### config.mk
export PLATFORM = sky130hd
export DESIGN_NAME = phase_scheduler
export DESIGN_NICKNAME = d
export VERILOG_FILES = /design/src/rtl/phase_scheduler.sv
export SDC_FILE = /design/constraint.sdc
export NUM_CORES = 1
export LEC_CHECK = 0
export BUFFER_PORTS_ARGS = -buffer_cell sky130_fd_sc_hd__clkbuf_2
export CAP_MARGIN = 0
export CORE_MARGIN = 10
export CORE_UTILIZATION = 52
export CTS_BUF_LIST = sky130_fd_sc_hd__clkbuf_4
export DETAILED_ROUTE_END_ITERATION = 8
export GPL_TIMING_DRIVEN = 0
export PLACE_DENSITY = 0.78
export SLEW_MARGIN = 15
export SYNTH_ARGS = -nofsm -noshare
export SYNTH_HDL_FRONTEND = slang
export SYNTH_SLANG_ARGS = --single-unit
### constraint.sdc
create_clock -name clk -period 2.7 [get_ports clk]
set_input_delay 0.405 -clock clk [delete_from_list [all_inputs] [get_ports clk]]
set_output_delay 0.405 -clock clk [all_outputs]
set_load 0.005 [all_outputs]
### src/rtl/phase_scheduler.sv
// phase_scheduler: four-approach round-robin green arbiter with min/max green, clearance and flash.
// Define PHASE_SCHED_PREEMPT_EN to turn pref into a preemption input.
module phase_scheduler #(
    parameter int MIN_GREEN = 4,
    parameter int MAX_GREEN = 12,
    parameter int YELLOW_T  = 3,
    parameter int ALLRED_T  = 1,
    parameter int TW        = 8
) (
    input  logic            clk,
    input  logic            rst,
    input  logic            tick,
    input  logic            attention,
    input  logic [3:0]      req,
    input  logic [3:0]      pref,
    input  logic [3:0]      force_red,
    output logic [3:0][2:0] lights,
    output logic [1:0]      green_idx,
    output logic [1:0]      phase
);
    localparam logic [1:0] S_AR = 2'd0;
    localparam logic [1:0] S_GR = 2'd1;
    localparam logic [1:0] S_YE = 2'd2;
    localparam logic [1:0] S_FL = 2'd3;
    localparam logic [TW-1:0] MIN_L = TW'(MIN_GREEN);
    localparam logic [TW-1:0] MAX_L = TW'(MAX_GREEN);
    localparam logic [TW-1:0] YEL_L = TW'(YELLOW_T);
    localparam logic [TW-1:0] AR_L  = TW'(ALLRED_T);

    logic [1:0]      state_q, state_d, green_idx_q, green_idx_d, last_q, last_d, sel, cand;
    logic [TW-1:0]   timer_q, timer_d;
    logic            flash_q, flash_d, found, preempt, go_yellow;
    logic [3:0][2:0] lights_q, lights_d;
    logic [3:0]      demand, eligible, others, pref_el;

    assign demand   = req | pref;
    assign eligible = demand & ~force_red;
    assign others   = eligible & ~(4'b0001 << green_idx_q);
    assign pref_el  = pref & ~force_red;
`ifdef PHASE_SCHED_PREEMPT_EN
    assign preempt  = |(pref_el & ~(4'b0001 << green_idx_q));
`else
    assign preempt  = 1'b0;
`endif
    assign go_yellow = force_red[green_idx_q] | preempt
                     | (|others && ((timer_q >= MIN_L && !demand[green_idx_q]) || timer_q >= MAX_L));

    // Round-robin search upward from the approach after the last one served
    always_comb begin
        sel   = last_q;
        cand  = last_q;
        found = 1'b0;
        for (int i = 1; i <= 4; i++) begin
            cand = last_q + 2'(i);
            if (!found && eligible[cand]) begin
                sel   = cand;
                found = 1'b1;
            end
        end
`ifdef PHASE_SCHED_PREEMPT_EN
        for (int i = 3; i >= 0; i--)
            if (pref_el[i]) sel = 2'(i);
`endif
    end

    always_ff @(posedge clk or posedge rst) begin
        if (rst) begin
            state_q     <= S_AR;
            timer_q     <= '0;
            green_idx_q <= 2'd0;
            last_q      <= 2'd3;
            flash_q     <= 1'b1;
            lights_q    <= {4{3'b100}};
        end else begin
            state_q     <= state_d;
            timer_q     <= timer_d;
            green_idx_q <= green_idx_d;
            last_q      <= last_d;
            flash_q     <= flash_d;
            lights_q    <= lights_d;
        end
    end

    always_comb begin
        state_d     = state_q;
        green_idx_d = green_idx_q;
        last_d      = last_q;
        if (attention) state_d = S_FL;
        else begin
            case (state_q)
                S_AR: if (timer_q >= AR_L && |eligible) begin
                    state_d     = S_GR;
                    green_idx_d = sel;
                    last_d      = sel;
                end
                S_GR:    state_d = go_yellow ? S_YE : S_GR;
                S_YE:    state_d = timer_q >= YEL_L ? S_AR : S_YE;
                default: state_d = S_AR;
            endcase
        end
        timer_d = state_d != state_q ? '0 : (tick && timer_q != '1) ? timer_q + TW'(1) : timer_q;
        flash_d = state_q != S_FL ? 1'b1 : tick ? ~flash_q : flash_q;
    end

    // Lamps are computed from the next state so they are registered alongside it
    always_comb begin
        lights_d = '0;
        for (int i = 0; i < 4; i++)
            lights_d[i] = state_d == S_FL ? {1'b0, flash_d, 1'b0}
                        : 2'(i) != green_idx_d ? 3'b100
                        : state_d == S_GR ? 3'b001
                        : state_d == S_YE ? 3'b010 : 3'b100;
    end

    assign lights    = lights_q;
    assign green_idx = green_idx_q;
    assign phase     = state_q;
endmodule

==> metrics <==
status=completed; finished layout cell area=2100 µm²; Worst Setup Slack post-DPL=-86.7 ps; Post-Place Cells=266; Adder-Cell Fraction of Synth Area=4.86%; number of diodes=0; Ports=32; detailed-route wire length per cell=~15 µm; core area=around 3300 µm²; XOR/XNOR Fraction of Synth Area=3.40%; Netlist cell types=54; Most Frequent Cell on Critical Path=a21oi_1; Worst Path Arrival=2850 ps; Post-Syn Nets=approximately 210; H-Tree Depth=1; Post-Layout Cell Count=between 200 and 300; Peak VDD IR=0.332 mV; WP buf/inv=1; vias per cell=5.74; DIE AREA=6220 µm²; Max FO, Critical Path=5; Final setup viols=0; Leak=0.900 nW; CP max stage cell=or4_4; DP HPWL=around 3000 µm; Syn Std Cell Area=1800 µm²; Max Freq=388 MHz; Final Skew=16.4 ps; Worst setup EP type=register; synthesized flop and latch total=27; fin crit share=a little over nine tenths; crit start category=register; Die Ht=78.9 µm; gr ovfl total=0; HP Class=input pin to asynchronous set/reset pin; CP delay by family, top=simple AND/OR/NAND/NOR gates; CP Data Required Time=2970 ps; P per Cell Area=774 nW/µm²; worst path cell trace=or4_4 > nor2_2 > a21oi_1 > o21ai_1 > nor3_2 > o31ai_2 > ha_2 > inv_1 > nor2_1 > a21oi_1; Fill cells=about 300; largest net degree at the start of global routing=28; Placed Area=2010 µm²; overall power=1.62 mW; ratio of cells with drive above 1 in the final layout=30.4%; First-pass DRT Iterations=4; routed wire length=4040 µm; Compound-Gate Fraction of Synth Area=26.0%; syn_area_per_cell=9.53 µm²; number of global-route vias before repair=1518; clk sink count=27; commonest cells after routing, fill and taps aside=31 x clkbuf_2, 20 x dfrtp_1, 18 x nor2_1; area delta synth->final=16.5%; Die Width=78.9 µm; Post-synth ARST share=100%; top_reg_cell synth=dfrtp_1; cts hold-fix bufs=0; post-synthesis mux area share=under 10%; worst setup margin=120 ps; crit path kind=register to register; Yosys warning total=0; Via Count=between 1.5k and 2k; Initial Util=54.0%; main combinational cell family by area after synthesis=compound AO/OA/AOI/OAI gates; antenna-violating nets left=0; number of flops mapped to enable cells by yosys=0; Post-layout nets=around 250; Max Cap Viol=0; CTS Buf Count=3; Syn Inst Count=189; CTS max path bufs=2; Rel. slew slack=27.1%; GPL Wtd Cong=0.797; most common cell after layout, fill and taps aside=clkbuf_2; Seq/Total Area, Yosys=38.0%; initial antenna violation count=0; delay of the slowest critical-path stage=600 ps; first-pass GRT wire length=6820 µm; Clock transition at path regs=160 ps; Least-Margin Pin Slew=1080 ps; setup TNS=0 ps; worst skew pair latency=340 ps; fin crit period=2580 ps; DRT iter0 DRCs=117; I/O Buffers=31; final-report max-slew violation count=0; post-synthesis simple-gate area fraction=19.6%; GRT Total Usage=roughly 13%; CTS tree=done; final hold vios=0; std cell rows=21; drc violations=0; root buffer cell=clkbuf_4
==> layout make-up <==
type	count	area, µm²	area share, %
buffer	7	52.6	2.50
clock buffer	3	22.5	1.07
clock inverter	1	7.51	0.358
inverter	6	22.5	1.07
multi-input combinational	149	1070	51.2
sequential	27	684	32.6
tap	46	57.6	2.74
timing repair buffer	34	178	8.47
==> metrics by stage <==
stage | hold WS (ps) | utilization (%)
finish | 245 | 62.9
global placement | 582 | 60.4
detailed placement | 592 | 60.4
CTS | 289 | 61.5
floorplan | 453 | -
global route | 340 | 62.9
==> kinds of logic (layout without fill, tap and decap cells) <==
kind of cell / Yosys count / count (layout)
multiplexers: 4 / 4
XOR/XNOR: 7 / 7
adder cells (fa/ha/maj): 7 / 7
AND/OR/NAND/NOR: 68 / 68
buffers and inverters: 13 / 51
flip-flops: 27 / 27
AO/OA/AOI/OAI: 63 / 63
==> cell usage after synthesis (all sizes together) (3+ instances only) <==
library cell | count | share of area [%]
o21bai | 3 | 1.2
ha | 7 | 4.9
dfrtp | 20 | 28
xor2 | 5 | 2.4
o31a | 3 | 1.5
a211oi | 4 | 1.7
inv | 6 | 1.2
nor3 | 7 | 1.9
nand2b | 5 | 1.7
buf | 4 | 2.2
nand3 | 9 | 2.5
a21oi | 16 | 4.4
o21ba | 5 | 3.8
clkbuf | 3 | 0.62
nand2 | 11 | 2.3
o21ai | 13 | 3.6
nor2 | 20 | 4.2
o31ai | 5 | 2.8
dfstp | 7 | 10
==> report_power, final <==
part | leakage (nW) | total (mW) | internal (mW) | switching, mW
combinational | 0.548 | 0.806 | 0.359 | 0.447
sequential | 0.338 | 0.633 | 0.556 | 0.0772
clock | 0.0139 | 0.184 | 0.0568 | 0.127
total | 0.900 | 1.62 | 0.972 | 0.651
==> final timing paths <==
| kind | endpoint | depth (start not counted) | slack [ps] | from |
|---|---|---|---|---|
| worst max-delay path | lights[8] | 10 | 120 | timer_q[5] |
| max in group asynchronous | green_idx[0] | 2 | 1850 | rst |
| min in group clk | flash_q | 3 | 410 | tick |
| worst min register to register | flash_q | 1 | 620 | phase[0] |
| worst max register to register | lights[8] | 10 | 120 | timer_q[5] |
| worst min-delay path | timer_q[5] | 2 | 250 | rst |
==> sequential cells by signal, indices dropped and copies added (netlist names) <==
register / count
flash_q: 1
phase: 2
lights: 12
timer_q: 8
green_idx: 2
last_q: 2
==> routing by layer <==
metal / vias to the layer above / global-route usage [%] / share of wire, %
met3: 8 / 2.59 / 5.8
met1: 735 / 16.1 / 46
met4: 0 / 5.56 / 2.1
li1: 772 / - / -
met2: 53 / 21.0 / 46
met5: - / 0 / 0
==> repair_timing <==
item | 4_1_cts | 5_1_grt
gates resized for setup | 2 | 9
buffers inserted | 0 | 3
pin swaps | 1 | 3
setup endpoints to repair | 11 | 11
Power figures use the tool's default switching activity.
